===== src/rtl/regfile_rsp_pkg.sv =====
// ---------------------------------------------------------------------------
// regfile_rsp_pkg
// Shared constants for the general-purpose register file: bus widths,
// register count, zero constants, enable levels and the clear-sequencer
// state encodings.
// ---------------------------------------------------------------------------
package regfile_rsp_pkg;

    localparam int RegBus     = 32;  // register data width
    localparam int RegAddrBus = 5;   // register address width
    localparam int RegNum     = 32;  // architectural register count
    localparam int RegNumLog2 = 5;   // log2(RegNum)

    localparam logic [RegBus-1:0]     ZeroWord   = '0;
    localparam logic [RegAddrBus-1:0] NOPRegAddr = '0;  // $0, hard-wired zero

    localparam logic Enable  = 1'b1;
    localparam logic Disable = 1'b0;

    // Clear-sequencer state encodings
    localparam logic [0:0] RF_INIT = 1'b0;
    localparam logic [0:0] RF_RUN  = 1'b1;

endpackage


===== src/rtl/regfile_clr_seq.sv =====
// ---------------------------------------------------------------------------
// regfile_clr_seq
// Post-reset clear sequencer. After every reset it walks r1..r(REG_NUM-1),
// issuing one zero-write per cycle, and holds busy_o high until the last
// register has been cleared. With INIT_CLEAR=0 it goes straight to RUN.
//
// Ports:
//   clk         clock, rising edge
//   rst         synchronous active-high reset
//   busy_o      clear sequence in progress (also high during rst if clearing)
//   clr_we_o    array write strobe for the clear write
//   clr_addr_o  register being cleared this cycle
// ---------------------------------------------------------------------------
module regfile_clr_seq
    import regfile_rsp_pkg::*;
#(
    parameter int REG_NUM    = RegNum,
    parameter int ADDR_W     = RegNumLog2,
    parameter int INIT_CLEAR = 1
) (
    input  logic              clk,
    input  logic              rst,
    output logic              busy_o,
    output logic              clr_we_o,
    output logic [ADDR_W-1:0] clr_addr_o
);

    localparam logic [ADDR_W-1:0] LastIdx    = ADDR_W'(REG_NUM - 1);
    localparam logic [ADDR_W-1:0] FirstIdx   = ADDR_W'(1);
    localparam logic [0:0]        ResetState = (INIT_CLEAR != 0) ? RF_INIT : RF_RUN;

    logic [0:0]        state_q, state_d;
    logic [ADDR_W-1:0] clr_cnt_q, clr_cnt_d;

    // NOTE: every signal assigned here gets a default first, so no path can
    // leave it unassigned and infer a latch.
    always_comb begin
        state_d   = state_q;
        clr_cnt_d = clr_cnt_q;
        if (state_q == RF_INIT) begin
            // Stop on the last index instead of incrementing past it, so the
            // counter never wraps back onto $0.
            if (clr_cnt_q == LastIdx) begin
                state_d = RF_RUN;
            end else begin
                clr_cnt_d = clr_cnt_q + FirstIdx;
            end
        end
    end

    // NOTE: sequential state uses non-blocking assignments so every register
    // samples the pre-edge values, independent of statement order.
    always_ff @(posedge clk) begin
        if (rst) begin
            state_q   <= ResetState;
            clr_cnt_q <= FirstIdx;
        end else begin
            state_q   <= state_d;
            clr_cnt_q <= clr_cnt_d;
        end
    end

    // During reset the state register is not yet meaningful; report the
    // state reset will land in so the pipeline is already held off.
    assign busy_o     = rst ? (ResetState == RF_INIT) : (state_q == RF_INIT);
    assign clr_we_o   = !rst && (state_q == RF_INIT);
    assign clr_addr_o = clr_cnt_q;

endmodule


===== src/rtl/regfile_rsp.sv =====
// ---------------------------------------------------------------------------
// regfile_rsp
// 32 x 32-bit general-purpose register file: two combinational read ports
// for decode (reg1/reg2) and one write port from write-back. Reads bypass the
// same-cycle write-back value; $0 always reads zero and is never written.
// After reset the file clears itself and stalls the pipeline via busy_o.
//
// Ports:
//   clk, rst              clock / synchronous active-high reset
//   we, waddr, wdata      write-back port
//   re1, raddr1, rdata1   read port 1 (decode reg1_read)
//   re2, raddr2, rdata2   read port 2 (decode reg2_read)
//   busy_o                clear sequence running; pipeline must stall
// ---------------------------------------------------------------------------
module regfile_rsp
    import regfile_rsp_pkg::*;
#(
    parameter int REG_NUM    = RegNum,
    parameter int ADDR_W     = RegNumLog2,
    parameter int DATA_W     = RegBus,
    parameter int INIT_CLEAR = 1
) (
    input  logic              clk,
    input  logic              rst,
    input  logic              we,
    input  logic [ADDR_W-1:0] waddr,
    input  logic [DATA_W-1:0] wdata,
    input  logic              re1,
    input  logic [ADDR_W-1:0] raddr1,
    output logic [DATA_W-1:0] rdata1,
    input  logic              re2,
    input  logic [ADDR_W-1:0] raddr2,
    output logic [DATA_W-1:0] rdata2,
    output logic              busy_o
);

    localparam logic [ADDR_W-1:0] ZeroAddr = ADDR_W'(NOPRegAddr);
    localparam logic [DATA_W-1:0] ZeroData = DATA_W'(ZeroWord);

    logic              clr_we;
    logic [ADDR_W-1:0] clr_addr;
    logic              wb_we;
    logic              read_ok;

    // Entry 0 exists only to keep indexing simple; it is never written and
    // never observable because address 0 reads short-circuit to zero.
    logic [DATA_W-1:0] mem_q [0:REG_NUM-1];

    regfile_clr_seq #(
        .REG_NUM    (REG_NUM),
        .ADDR_W     (ADDR_W),
        .INIT_CLEAR (INIT_CLEAR)
    ) u_clr_seq (
        .clk        (clk),
        .rst        (rst),
        .busy_o     (busy_o),
        .clr_we_o   (clr_we),
        .clr_addr_o (clr_addr)
    );

    // Write-back is dropped while resetting or clearing.
    assign wb_we   = (we == Enable) && (waddr != ZeroAddr) && !busy_o && !rst;
    assign read_ok = !rst && !busy_o;

    // NOTE: the array has no reset branch; clearing is done one entry per
    // cycle by the sequencer so the storage maps onto plain RAM/flops
    // without a wide reset fan-out.
    always_ff @(posedge clk) begin
        if (clr_we && (clr_addr != ZeroAddr)) begin
            mem_q[clr_addr] <= ZeroData;
        end else if (wb_we) begin
            mem_q[waddr] <= wdata;
        end
    end

    always_comb begin
        rdata1 = ZeroData;
        if (read_ok && (raddr1 != ZeroAddr) && (re1 == Enable)) begin
            if ((we == Enable) && (waddr == raddr1)) begin
                rdata1 = wdata;  // write-first bypass
            end else begin
                rdata1 = mem_q[raddr1];
            end
        end
    end

    always_comb begin
        rdata2 = ZeroData;
        if (read_ok && (raddr2 != ZeroAddr) && (re2 == Enable)) begin
            if ((we == Enable) && (waddr == raddr2)) begin
                rdata2 = wdata;
            end else begin
                rdata2 = mem_q[raddr2];
            end
        end
    end

    // Disable is the idle level for the write-back enable; kept for
    // readability of the shared constant set.
    logic unused_disable;
    assign unused_disable = Disable;

endmodule


===== config.mk =====
export PLATFORM = sky130hd
export DESIGN_NAME = regfile_rsp
export DESIGN_NICKNAME = d
export VERILOG_FILES = /design/src/rtl/regfile_rsp_pkg.sv /design/src/rtl/regfile_clr_seq.sv /design/src/rtl/regfile_rsp.sv
export SDC_FILE = /design/constraint.sdc
export NUM_CORES = 1
export LEC_CHECK = 0
export CAP_MARGIN = 30
export CORE_MARGIN = 5
export CORE_UTILIZATION = 60
export CTS_BUF_LIST = sky130_fd_sc_hd__clkbuf_2
export DETAILED_ROUTE_END_ITERATION = 16
export GPL_ROUTABILITY_DRIVEN = 0
export HOLD_SLACK_MARGIN = 0.03
export PLACE_DENSITY = 0.78
export SYNTH_ARGS = -nofsm -noshare
export SYNTH_HDL_FRONTEND = slang
export SYNTH_SLANG_ARGS = --single-unit

===== constraint.sdc =====
create_clock -name clk -period 7.4 [get_ports clk]
set_input_delay 1.11 -clock clk [delete_from_list [all_inputs] [get_ports clk]]
set_output_delay 1.11 -clock clk [all_outputs]
set_load 0.03 [all_outputs]

==> results by group <==
Floorplan
  – Height of the die: 296.2 microns
  – Core Region: 81580 sq um
  – Num rows: 105
  – Initial Util: 60.22%
  – Die ar.: 87710 sq um
  – Number of I/O pins: approximately 120
  – Die X: a little under 300 microns

STA
  – Final period util: between 70% and 80%
  – Worst slew margin: 28.27%
  – Fin. Hold Viols: 0
  – RSZ-0062 raised after global routing: false
  – Final setup viols: 0
  – Max Clk Rate: 0.1704 GHz
  – Slew of the pin with the lowest slew margin: roughly 1100 ps
  – Clk_skew: 123.9 ps
  – Final TNS setup: 0 ps
  – Final number of max-transition violations: 0
  – Tmin final: 5870 ps

Clocking
  – CTS Buf Count: 274
  – PostCTS Resize Cnt: 0
  – Root buffer cell: clkbuf_2
  – Clock transition at path regs: about 90 ps
  – Post-CTS Setup Inserts: 0
  – Max clock buf depth: 4
  – TritonCTS clock tree: yes
  – H-Tree Depth: 5
  – Clk_lat worst skew: between 1000 and 1500 ps
  – Hold buffers post-CTS: 0
  – CTS sink count: 1030

Finish
  – FILL cells: 5406
  – Area Growth Syn to Fin: 10.26%
  – Nets@finish: 3074
  – Layout cells sized above 1: 31.58%

Worst setup path
  – Worst Setup End Kind: output pin
  – Setup CP Type: primary input to output pin
  – CP arrival: 4760 ps
  – Worst-path maximum fanout: 25
  – Worst setup SP type: primary input
  – Req. time, crit path: 6290 ps

Run status
  – Status: complete, no violations

Synthesis
  – Area leader, netlist: edfxtp_1
  – Post-synth EDFFs: roughly 1000
  – Ys flop type: edfxtp_1
  – Share of flip-flops with an asynchronous set or reset: 0%
  – Cell area after synthesis: between 40000 and 50000 sq um
  – Syn_nets: 2822
  – Yosys reg bits: 1030
  – Synthesized netlist cell count: roughly 2800
  – Unique cell type count in the Yosys netlist: 52
  – Seq/Total Area, Yosys: 62.83%
  – Top cells by area, synth: edfxtp_1 63%, mux4_2 18%, mux2i_1 4.7%, a211oi_1 3.4%, mux2_2 1.9%
  – Top-area cell type share of the netlist area: 62.58%
  – Synth warnings: 0
  – Syn Area/Cell: approximately 18 sq um

Detailed routing
  – WL/cell: 34.00 microns
  – ANT nets after route: 0
  – # DRC: 0
  – Post-Route WL: 144700 microns
  – Total number of vias: 31460
  – 1st-iter DRT viols: 4291
  – First-pass DRT Iterations: 8
  – Via density: 7.395

Pwr
  – Pwr Density: 202.7 nW/um^2
  – Leakage: between 15 and 20 nW
  – Highest ir drop seen on vdd: 0.0001201 V
  – Tot Pwr: 10.98 mW

Hold path
  – HP Class: primary input to flip-flop

Place
  – Post-DP HPWL: ~81000 microns
  – Port bufs: approximately 120

Global route
  – Largest net degree at the start of global routing: 150
  – Total grt overflow: 0
  – Vias in the first global route: 32850
  – Antenna violations before repair: 2
  – First-pass GRT wire length: 209600 microns
  – GR Util All Layers: between 30% and 40%

Run
  – Max_cap viols: 0
[path summary, 6_finish.rpt]
path                           start                 endpoint  slack [ps]  cells after the start
max                         waddr[3]               rdata1[11]        1530                      9
min                              rst  u_clr_seq.clr_addr_o[2]         450                      2
max reg2reg        u_clr_seq.state_q             mem_q[12][9]        3590                      6
min reg2reg  u_clr_seq.clr_addr_o[0]  u_clr_seq.clr_addr_o[0]         610                      2
[final cells by class]
class                      count  area (sq um)  area share (%)
tap                         1070          1339           2.471
clock inverter                74         392.9          0.7252
timing repair buffer         214          2275           4.199
antenna                        2         5.005        0.009238
multi-input combinational   1494         17450           32.21
clock buffer                 365          1827           3.372
inverter                       5         18.77         0.03464
sequential                  1030         30870           56.98
[flip-flops by register name (all words and copies together) (netlist names)]
name,cells
mem_q,1024
u_clr_seq.clr_addr_o,5
u_clr_seq.state_q,1
[critical path, stage by stage]
cell and delay, ps:
clkdlybuf4s50_1 750, xnor2_1 170, nand3_1 110, nor3_1 450, a21o_2 920, buf_4 330
a21oi_1 60, a22o_1 210, clkdlybuf4s50_1 590
[power breakdown]
group	internal (mW)	leakage, nW	switching (mW)	total [mW]
combinational	0.339	6.46	0.508	0.847
clock	1.46	1.71	2.26	3.73
sequential	6.38	8.09	0.0295	6.41
total	8.18	16.3	2.80	11.0
[kinds of logic (layout without fill, tap and decap cells)]
family                   count (synthesis)  in the layout  share of synthesized area [%]
adder cells (fa/ha/maj)                  3              3                        0.07640
XOR/XNOR                                13             13                         0.2317
flip-flops                            1030           1030                          62.83
AO/OA/AOI/OAI                          535            535                          7.640
buffers and inverters                  243            658                          2.272
other                                    0              2                              0
multiplexers                           699            699                          24.18
AND/OR/NAND/NOR                        244            244                          2.771
[through the flow]
step                util, %  area, sq um  hold slack (ps)  instances  worst slack (ps)
finish                66.40        54170            448.1       4254              1530
CTS                   66.15        53970            296.8       4243              1601
floorplan                 -        49130            508.8       2767              3350
detailed placement    63.43        51750            587.5       3804              1605
global placement      63.22        51570            547.3       3795              1513
global route          66.40        54170            422.1       4253              1420
[cell usage after synthesis (5+ instances only)]
library cell,count
nand3_1,6
o221ai_1,37
buf_6,7
mux4_2,382
a31oi_1,5
dfxtp_1,6
o22ai_1,53
clkbuf_1,119
and2_1,35
buf_2,85
buf_1,15
a22o_1,31
nor2_1,57
nand2_1,9
a211oi_1,221
nor3_1,8
buf_4,12
mux2_2,84
o21ai_0,59
nor2b_1,108
edfxtp_1,1024
a21oi_1,73
a22oi_1,11
xor2_1,9
a211o_1,32
mux2i_1,233
[metal layers]
layer | vias to the layer above | global-route usage (%) | routed length [microns]
met2 | 2584 | 53.12 | 69560
met5 | - | 0 | 27
met3 | 499 | 8.395 | 18430
li1 | 12410 | - | -
met4 | 4 | 15.92 | 7838
met1 | 15970 | 42.73 | 48800
[cells in the final DEF (no fill, tap or decap), drive strengths merged, types with 3 or more instances in the layout]
cell	count
ha	3
mux2	84
o22ai	53
o21ai	60
nor2b	108
and2	35
nand2b	4
clkdlybuf4s50	107
mux4	382
o221ai	37
a22o	31
bufinv	4
a211oi	221
and3	3
a2111oi	4
edfxtp	1024
inv	10
xor2	9
a31oi	5
clkbuf	367
a22oi	11
a211o	32
nand2	9
nor3	8
a21oi	74
clkinv	65
nor2	57
xnor2	4
mux2i	233
buf	105
dfxtp	6
nand3	6
Power figures use the tool's default switching activity.
